--- config.mk ---
export PLATFORM = sky130hd
export DESIGN_NAME = mem_arbiter_flat
export DESIGN_NICKNAME = d
export VERILOG_FILES = /design/src/rtl/mem_arbiter_if.sv /design/src/rtl/mem_arbiter.sv /design/src/flat_wrapper.sv
export SDC_FILE = /design/constraint.sdc
export NUM_CORES = 1
export LEC_CHECK = 0
export BUFFER_PORTS_ARGS = -buffer_cell sky130_fd_sc_hd__buf_2
export CELL_PAD_IN_SITES_DETAIL_PLACEMENT = 0
export CELL_PAD_IN_SITES_GLOBAL_PLACEMENT = 1
export CORE_MARGIN = 2
export CORE_UTILIZATION = 35
export CTS_CLUSTER_DIAMETER = 40
export CTS_CLUSTER_SIZE = 20
export DETAILED_ROUTE_END_ITERATION = 8
export PLACE_DENSITY = 0.8
export SLEW_MARGIN = 30
export SYNTH_ARGS = -nofsm -noshare
export SYNTH_HDL_FRONTEND = slang
export SYNTH_SLANG_ARGS = --single-unit
--- constraint.sdc ---
create_clock -name clk -period 2.37 [get_ports clk]
set_input_delay 0.237 -clock clk [delete_from_list [all_inputs] [get_ports clk]]
set_output_delay 0.237 -clock clk [all_outputs]
set_load 0.1 [all_outputs]
--- src/rtl/mem_arbiter_if.sv ---
// Bundle of the pipeline-side request ports and the memory-side access ports of
// the unified memory arbiter.
//
// Handshake: a requester raises xxReq together with its address (and for the
// data port, dmWe/dmWdata). It then holds xxReq high until it sees the
// one-cycle xxReady pulse. It moves on at the clock edge that closes that
// pulse, and in the following cycle it either presents its next request or
// drops xxReq. The arbiter samples request fields only at the edge that grants
// them, so changes after that edge have no effect on the access in flight.
interface mem_arbiter_if #(
    parameter int AW = 32,
    parameter int DW = 32
);
    logic          ifReq;
    logic [AW-1:0] ifAddr;
    logic [DW-1:0] ifRdata;
    logic          ifReady;
    logic          dmReq;
    logic          dmWe;
    logic [AW-1:0] dmAddr;
    logic [DW-1:0] dmWdata;
    logic [DW-1:0] dmRdata;
    logic          dmReady;
    logic          memEn;
    logic          memWe;
    logic [AW-1:0] memAddr;
    logic [DW-1:0] memWdata;
    logic [DW-1:0] memRdata;
    logic          stall;

    modport slave (
        input  ifReq, ifAddr, dmReq, dmWe, dmAddr, dmWdata, memRdata,
        output ifRdata, ifReady, dmRdata, dmReady, memEn, memWe, memAddr,
        output memWdata, stall
    );

    modport master (
        output ifReq, ifAddr, dmReq, dmWe, dmAddr, dmWdata, memRdata,
        input  ifRdata, ifReady, dmRdata, dmReady, memEn, memWe, memAddr,
        input  memWdata, stall
    );
endinterface

--- src/rtl/mem_arbiter.sv ---
// Arbiter for a single-ported unified memory shared by instruction fetch (IF)
// and the data-memory stage (DM). One access at a time: IDLE -> ACCESS for
// LATENCY cycles -> RESP (one-cycle ready pulse) -> IDLE. Ties between IF and
// DM are broken round-robin against the last grant.
module mem_arbiter #(
    parameter int LATENCY = 2,
    parameter int AW      = 32,
    parameter int DW      = 32
) (
    input  logic               clk,
    input  logic               rst_n,
    mem_arbiter_if.slave       bus,
    output logic [1:0]         dbgState
);

    localparam logic [1:0] IDLE   = 2'd0;
    localparam logic [1:0] ACCESS = 2'd1;
    localparam logic [1:0] RESP   = 2'd2;

    // Counter load value: the last ACCESS cycle is the one where cnt reaches 0.
    localparam logic [3:0] CNT_LOAD = 4'(LATENCY - 1);

    // Owner / lastGrant encoding: 0 = IF, 1 = DM.
    logic [1:0]    state;
    logic [3:0]    cnt;
    logic          owner;
    logic          lastGrant;
    logic          latWe;
    logic [AW-1:0] latAddr;
    logic [DW-1:0] latWdata;
    logic [DW-1:0] ifRdataQ;
    logic [DW-1:0] dmRdataQ;
    logic          grantDm;

    // Pick the next owner: a lone requester wins, a tie goes to whoever was not granted last.
    always_comb begin
        grantDm = bus.dmReq;
        if (bus.ifReq && bus.dmReq) begin
            grantDm = ~lastGrant;
        end
    end

    // Access sequencer: grant and latch in IDLE, count down in ACCESS, pulse ready in RESP.
    always_ff @(posedge clk or negedge rst_n) begin
        if (!rst_n) begin
            state     <= IDLE;
            cnt       <= 4'd0;
            owner     <= 1'b0;
            lastGrant <= 1'b0;
            latWe     <= 1'b0;
            latAddr   <= '0;
            latWdata  <= '0;
            ifRdataQ  <= '0;
            dmRdataQ  <= '0;
        end else begin
            case (state)
                IDLE: begin
                    if (bus.ifReq || bus.dmReq) begin
                        owner     <= grantDm;
                        lastGrant <= grantDm;
                        // Fetches are always reads.
                        latWe     <= grantDm & bus.dmWe;
                        latAddr   <= grantDm ? bus.dmAddr : bus.ifAddr;
                        if (grantDm) begin
                            latWdata <= bus.dmWdata;
                        end
                        cnt       <= CNT_LOAD;
                        state     <= ACCESS;
                    end
                end
                ACCESS: begin
                    if (cnt != 4'd0) begin
                        cnt <= cnt - 4'd1;
                    end else begin
                        // Read data is valid in the last ACCESS cycle; writes leave dmRdata alone.
                        if (!owner) begin
                            ifRdataQ <= bus.memRdata;
                        end else if (!latWe) begin
                            dmRdataQ <= bus.memRdata;
                        end
                        state <= RESP;
                    end
                end
                RESP: begin
                    state <= IDLE;
                end
                default: begin
                    state <= IDLE;
                end
            endcase
        end
    end

    assign bus.memEn    = (state == ACCESS);
    assign bus.memWe    = (state == ACCESS) & latWe;
    assign bus.memAddr  = latAddr;
    assign bus.memWdata = latWdata;
    assign bus.ifRdata  = ifRdataQ;
    assign bus.dmRdata  = dmRdataQ;
    assign bus.ifReady  = (state == RESP) & ~owner;
    assign bus.dmReady  = (state == RESP) & owner;
    assign bus.stall    = (bus.ifReq & ~bus.ifReady) | (bus.dmReq & ~bus.dmReady);
    assign dbgState     = state;

endmodule

--- src/flat_wrapper.sv ---
// flat-port wrapper written by rule: the top's interface ports become plain ports
module mem_arbiter_flat 
#(
    parameter int LATENCY = 2,
    parameter int AW      = 32,
    parameter int DW      = 32
)
  (clk, rst_n, dbgState, bus_ifReq, bus_ifAddr, bus_dmReq, bus_dmWe, bus_dmAddr, bus_dmWdata, bus_memRdata, bus_ifRdata, bus_ifReady, bus_dmRdata, bus_dmReady, bus_memEn, bus_memWe, bus_memAddr, bus_memWdata, bus_stall);
  mem_arbiter_if #(.AW(AW), .DW(DW)) bus_i ();
  input  logic clk;
  input  logic rst_n;
  output logic [1:0] dbgState;
  input wire logic [$bits(bus_i.ifReq)-1:0] bus_ifReq;
  input wire logic [$bits(bus_i.ifAddr)-1:0] bus_ifAddr;
  input wire logic [$bits(bus_i.dmReq)-1:0] bus_dmReq;
  input wire logic [$bits(bus_i.dmWe)-1:0] bus_dmWe;
  input wire logic [$bits(bus_i.dmAddr)-1:0] bus_dmAddr;
  input wire logic [$bits(bus_i.dmWdata)-1:0] bus_dmWdata;
  input wire logic [$bits(bus_i.memRdata)-1:0] bus_memRdata;
  output wire logic [$bits(bus_i.ifRdata)-1:0] bus_ifRdata;
  output wire logic [$bits(bus_i.ifReady)-1:0] bus_ifReady;
  output wire logic [$bits(bus_i.dmRdata)-1:0] bus_dmRdata;
  output wire logic [$bits(bus_i.dmReady)-1:0] bus_dmReady;
  output wire logic [$bits(bus_i.memEn)-1:0] bus_memEn;
  output wire logic [$bits(bus_i.memWe)-1:0] bus_memWe;
  output wire logic [$bits(bus_i.memAddr)-1:0] bus_memAddr;
  output wire logic [$bits(bus_i.memWdata)-1:0] bus_memWdata;
  output wire logic [$bits(bus_i.stall)-1:0] bus_stall;
  assign bus_i.ifReq = bus_ifReq;
  assign bus_i.ifAddr = bus_ifAddr;
  assign bus_i.dmReq = bus_dmReq;
  assign bus_i.dmWe = bus_dmWe;
  assign bus_i.dmAddr = bus_dmAddr;
  assign bus_i.dmWdata = bus_dmWdata;
  assign bus_i.memRdata = bus_memRdata;
  assign bus_ifRdata = bus_i.ifRdata;
  assign bus_ifReady = bus_i.ifReady;
  assign bus_dmRdata = bus_i.dmRdata;
  assign bus_dmReady = bus_i.dmReady;
  assign bus_memEn = bus_i.memEn;
  assign bus_memWe = bus_i.memWe;
  assign bus_memAddr = bus_i.memAddr;
  assign bus_memWdata = bus_i.memWdata;
  assign bus_stall = bus_i.stall;
  mem_arbiter #(.LATENCY(LATENCY), .AW(AW), .DW(DW)) u_core (.clk(clk), .rst_n(rst_n), .bus(bus_i), .dbgState(dbgState));
endmodule
* After elaboration in Yosys (flattened, before gate mapping)
Cells that the tools add are included.
** Word-level totals
- Input port bits :: 133
- Word-level logic and storage cells :: 45
- Bits in registers :: 136
- Output and inout port bits :: 135
** Operators by class
- $add $sub $neg :: 1
- Multiplexer cells :: 8
- Reductions and logical operators :: 11
- Eq/ne operators :: 5
- Bitwise operators :: 12
** Operator list (count)
- $mux W32 :: 1
- $reduce_and A3 Y1 :: 3
- $mux W4 :: 2
- $pmux W4 S2 :: 1
- $and A1 B1 Y1 :: 6
- $not A1 Y1 :: 5
- $mux W2 :: 2
- $ne A2 B1 Y1 const B :: 2
- $pmux W2 S2 :: 1
- $reduce_and A2 Y1 :: 2
- $reduce_and A4 Y1 :: 1
- $reduce_bool A4 Y1 :: 1
- $sub A4 B1 Y4 const B :: 1
- $eq A2 B1 Y1 const B :: 1
- $eq A2 B2 Y1 const B :: 1
- $logic_not A2 Y1 :: 1
- $ne A2 B2 Y1 const B :: 1
- $reduce_bool A2 Y1 :: 1
- $logic_and A1 B1 Y1 :: 1
- $logic_or A1 B1 Y1 :: 1
- $mux W1 :: 1
- $or A1 B1 Y1 :: 1

* Depth between registers and ports, before layout
- Depth in word-level cells :: 5
- Depth in mapped cells :: 7
- Depth with buffers taken out :: 5

* Least setup slack after synthesis
OpenSTA, ideal clock, no wires.
- Path type :: register -> output
- From :: register u_core.state[1], in the netlist u_core.dbgState[1]
- To :: output bus_stall
- Setup slack :: -2.954 ns
- Path buffers :: 0
- Arrival :: 5.087 ns
- Cell stages (with the launch flop) :: 3
- Data required time :: 2.133 ns
- Cell sequence :: dfrtp_1 > nor3b_1 > o22ai_1
** Between the ends
- Longest elaborated chain between the ends :: 5
- Elaborated cells between the ends (all ways) :: 8
- Classes of those cells :: eq/ne (1); bitwise (7)
** Ends and longest elaborated chain
- start: declaration :: line mem_arbiter.sv:24 : logic [1:0] state;
- start signal: assignment :: line mem_arbiter.sv:46 : state <= IDLE;
- start signal: assignment :: line mem_arbiter.sv:68 : state <= ACCESS;
- start signal: assignment :: line mem_arbiter.sv:81 : state <= RESP;
- $eq A2 B2 Y1 :: line mem_arbiter.sv:101 : assign bus.dmReady = (state == RESP) & owner;
- $and A1 B1 Y1 :: line mem_arbiter.sv:101
- net bus_dmReady :: line flat_wrapper.sv:23 : output wire logic [$bits(bus_i.dmReady)-1:0] bus_dmReady;
- $not A1 Y1 :: line mem_arbiter.sv:102 : assign bus.stall = (bus.ifReq & ~bus.ifReady) | (bus.dmReq & ~bus.dmReady);
- $and A1 B1 Y1 :: line mem_arbiter.sv:102
- $or A1 B1 Y1 :: line mem_arbiter.sv:102
- end: declaration :: line flat_wrapper.sv:28 : output wire logic [$bits(bus_i.stall)-1:0] bus_stall;
The timed path passes the listed nets, and every way through them passes these cells.

* Final worst setup path
- From :: register u_core.cnt[0]
- To :: register u_core.dmRdataQ[21], in the netlist u_core.bus.dmRdata[21]
** Between the ends
- Longest elaborated chain between the ends :: 3
** Ends and longest elaborated chain
- start: declaration :: line mem_arbiter.sv:25 : logic [3:0] cnt;
- start signal: assignment :: line mem_arbiter.sv:73 : cnt <= cnt - 4'd1;
- $reduce_bool A4 Y1 :: line mem_arbiter.sv:72 : if (cnt != 4'd0) begin
- $not A1 Y1 (no source line)
- $reduce_and A4 Y1 (no source line)
- end signal: assignment :: line mem_arbiter.sv:79 : dmRdataQ <= bus.memRdata;
- end: declaration :: line mem_arbiter.sv:32 : logic [DW-1:0] dmRdataQ;
Every way passes these cells.
A chain may end at the register's enable or synchronous reset.

==> run metrics <==
syn_nets=563; Setup violations, final=0; Final ANT Viol Nets=0; Post-Syn Area per Cell=13.0 um^2; slowest stage delay, CP=0.48 ns; Final Skew=0.00871 ns; row cnt=46; CTS Sinks=roughly 140; GR Layer Usage met3=around 6.5%; Post-CTS Setup Repair Bufs=0; hpwl dp=10.9 mm; CTS Buffer Depth=2; fillers=approximately 1.5k; Die H=between 100 and 150 um; M2 GR Usage=29.0%; Netlist cell types=30; Final Max Tran Viols=0; count of state elements after synthesis=136; layout cells sized above 1=between 50% and 60%; initial antenna violation count=0; Worst path slowest cell=or4_4; via/cell ratio=around 4.8; ys async rst share=100%; status=finished, final reports clean; Tightest Pin Transition=0.725 ns; # IOs=268; GR peak layer=met2; Util after Layout=49.9%; Core Footprint=15800 um^2; CP max FO=16; WS Path Type=reg2reg; global-route wire length before repair=approximately 23 mm; DR WL/cell=16.0 um; largest net degree at the start of global routing=between 70 and 80; die area=17000 um^2; Post-Syn Instances=between 400 and 500; DRC errors left=0; Critical Path RT=about 2.7 ns; drt pass-1 iters=4; final worst path period share=91.3%; count leader, synth=dfrtp_1; clk root buf=clkbuf_16; DR iter-0 viols=136; CP Launch Type=flop; area grow syn2layout=41.0%; Mapped Area=roughly 5600 um^2; top cell type by total area after synthesis=dfrtp_1; Post-synth EDFFs=0; Routed WL=15.0 mm; max cap viols=0; Primary FF master, synth=dfrtp_1; HP Class=in2reg; overall routing resource usage=roughly 17%; RSZ-0062 raised after global routing=no; Max-slew headroom=51.6%; Yosys warning total=0; post-synth top area share=60.9%; achievable frequency=0.462 GHz; htree depth=4; clock slew at reported path FFs=0.06 ns; CTS tree=yes; RD Place Congestion=0.835; CP arrival=2.45 ns; met1 usage=20.5%; vias in the first global route=4498; total gr overflow=0; sequence of cells on the critical path=inv_1 > ha_1 > or3b_4 > or4_4 > clkbuf_16 > mux2_4; I/O Buffers=267; register area share after synthesis=60.9%; Starting Density=35.4%; CP Capture Type=flop; antenna fix cells=0; Die W=roughly 130 um; Skew-Pair Late Insertion Delay=0.41 ns; post-layout min period=~2.2 ns; ranking of synthesized cells by area=dfrtp_1 (61%), mux2_2 (13%), mux2_4 (8.1%); nets=837; CTS Buf Count=17; via count=4461; Final Hold Viols=0; Post-synth top cells=dfrtp_1 (136), nand2_1 (68), mux2_2 (64)
==> cells in the final DEF (no fill, tap or decap), drive strengths merged, types with 2 or more instances in the layout <==
master,count
a31oi,32
and2,2
nand2,68
nor3,5
dfrtp,136
clkinvlp,3
nor2,2
mux2,97
o21ai,2
inv,9
buf,280
a21oi,35
clkbuf,19
nor3b,3
clkinv,8
==> what timing repair did <==
item | in CTS | in global routing
resized for setup | 0 | 1
endpoints found under the hold margin | 76 | 0
endpoints found under the setup margin | 0 | 12
hold buffers | 1 | 0
==> routing by layer <==
| layer | up-vias | share of wire [%] | wire length (um) |
|---|---|---|---|
| met5 | - | 0 | 0 |
| met4 | 0 | 0.88 | 131 |
| met3 | 10 | 9.2 | 1380 |
| met2 | 209 | 48 | 7210 |
| met1 | 2182 | 42 | 6230 |
| li1 | 2060 | - | - |
==> state kept, by name, summed over array words and instances, names as in the netlist <==
name,cells
u_core.bus.memAddr,32
u_core.owner,1
u_core.latWe,1
u_core.dbgState,2
u_core.bus.dmRdata,32
u_core.bus.memWdata,32
u_core.bus.ifRdata,32
u_core.cnt,4
==> final cells by class <==
| cell class | count | area [um^2] | share of cell area [%] |
|---|---|---|---|
| clock inverter | 14 | 123 | 1.56 |
| timing repair buffer | 282 | 1530 | 19.4 |
| multi-input combinational | 259 | 2080 | 26.4 |
| clock buffer | 18 | 439 | 5.58 |
| inverter | 7 | 30.0 | 0.381 |
| sequential | 136 | 3410 | 43.2 |
| tap | 216 | 270 | 3.43 |
==> cells by family (layout without fill, tap and decap cells) <==
kind of cell | count (synthesis) | after routing | synth area share [%]
flops | 136 | 136 | 60.9
mux | 97 | 97 | 21.6
simple gates | 85 | 85 | 6.58
compound gates | 76 | 76 | 7.95
buf+inv | 34 | 321 | 2.78
fa+ha+maj | 1 | 1 | 0.224
==> stage by stage <==
stage                     setup TNS [ns]  instances  worst slack [ns]  hold slack [ns]  area (um^2)
final                                  0        932             0.205           0.0575         7880
after global routing                   0        932             0.140           0.0348         7880
after CTS                              0        931            0.0783           0.0306         7850
after detailed placement               0        898            0.0837            0.330         7280
after global placement                 0        898             0.131            0.316         7280
after floorplan                  -0.0309        429           -0.0309          -0.0586         5630
==> path summary, 6_finish.rpt <==
| check | start | to | slack [ns] | cells past startpoint |
|---|---|---|---|---|
| setup / recovery | u_core.cnt[0] | u_core.bus.dmRdata[21] | 0.21 | 6 |
| hold / removal | bus_dmWdata[2] | u_core.bus.memWdata[2] | 0.06 | 2 |
| setup reg to reg | u_core.cnt[0] | u_core.bus.dmRdata[21] | 0.21 | 6 |
| hold reg to reg | u_core.bus.ifRdata[7] | u_core.bus.ifRdata[7] | 0.48 | 1 |
| max in group asynchronous | rst_n | u_core.bus.memAddr[4] | 1.21 | 3 |
| min in group asynchronous | rst_n | u_core.bus.memWdata[11] | 0.44 | 2 |
==> worst max-delay path, delay by kind of cell (launching register included) <==
kind          cells  cell delay [ns]
fa+ha+maj         1             0.17
buf+inv           2             0.32
flops             1             0.39
mux               1             0.31
simple gates      2             0.86
Power is not shown: default switching activity piles up to over one toggle a cycle in this logic, so the estimate is an artifact.
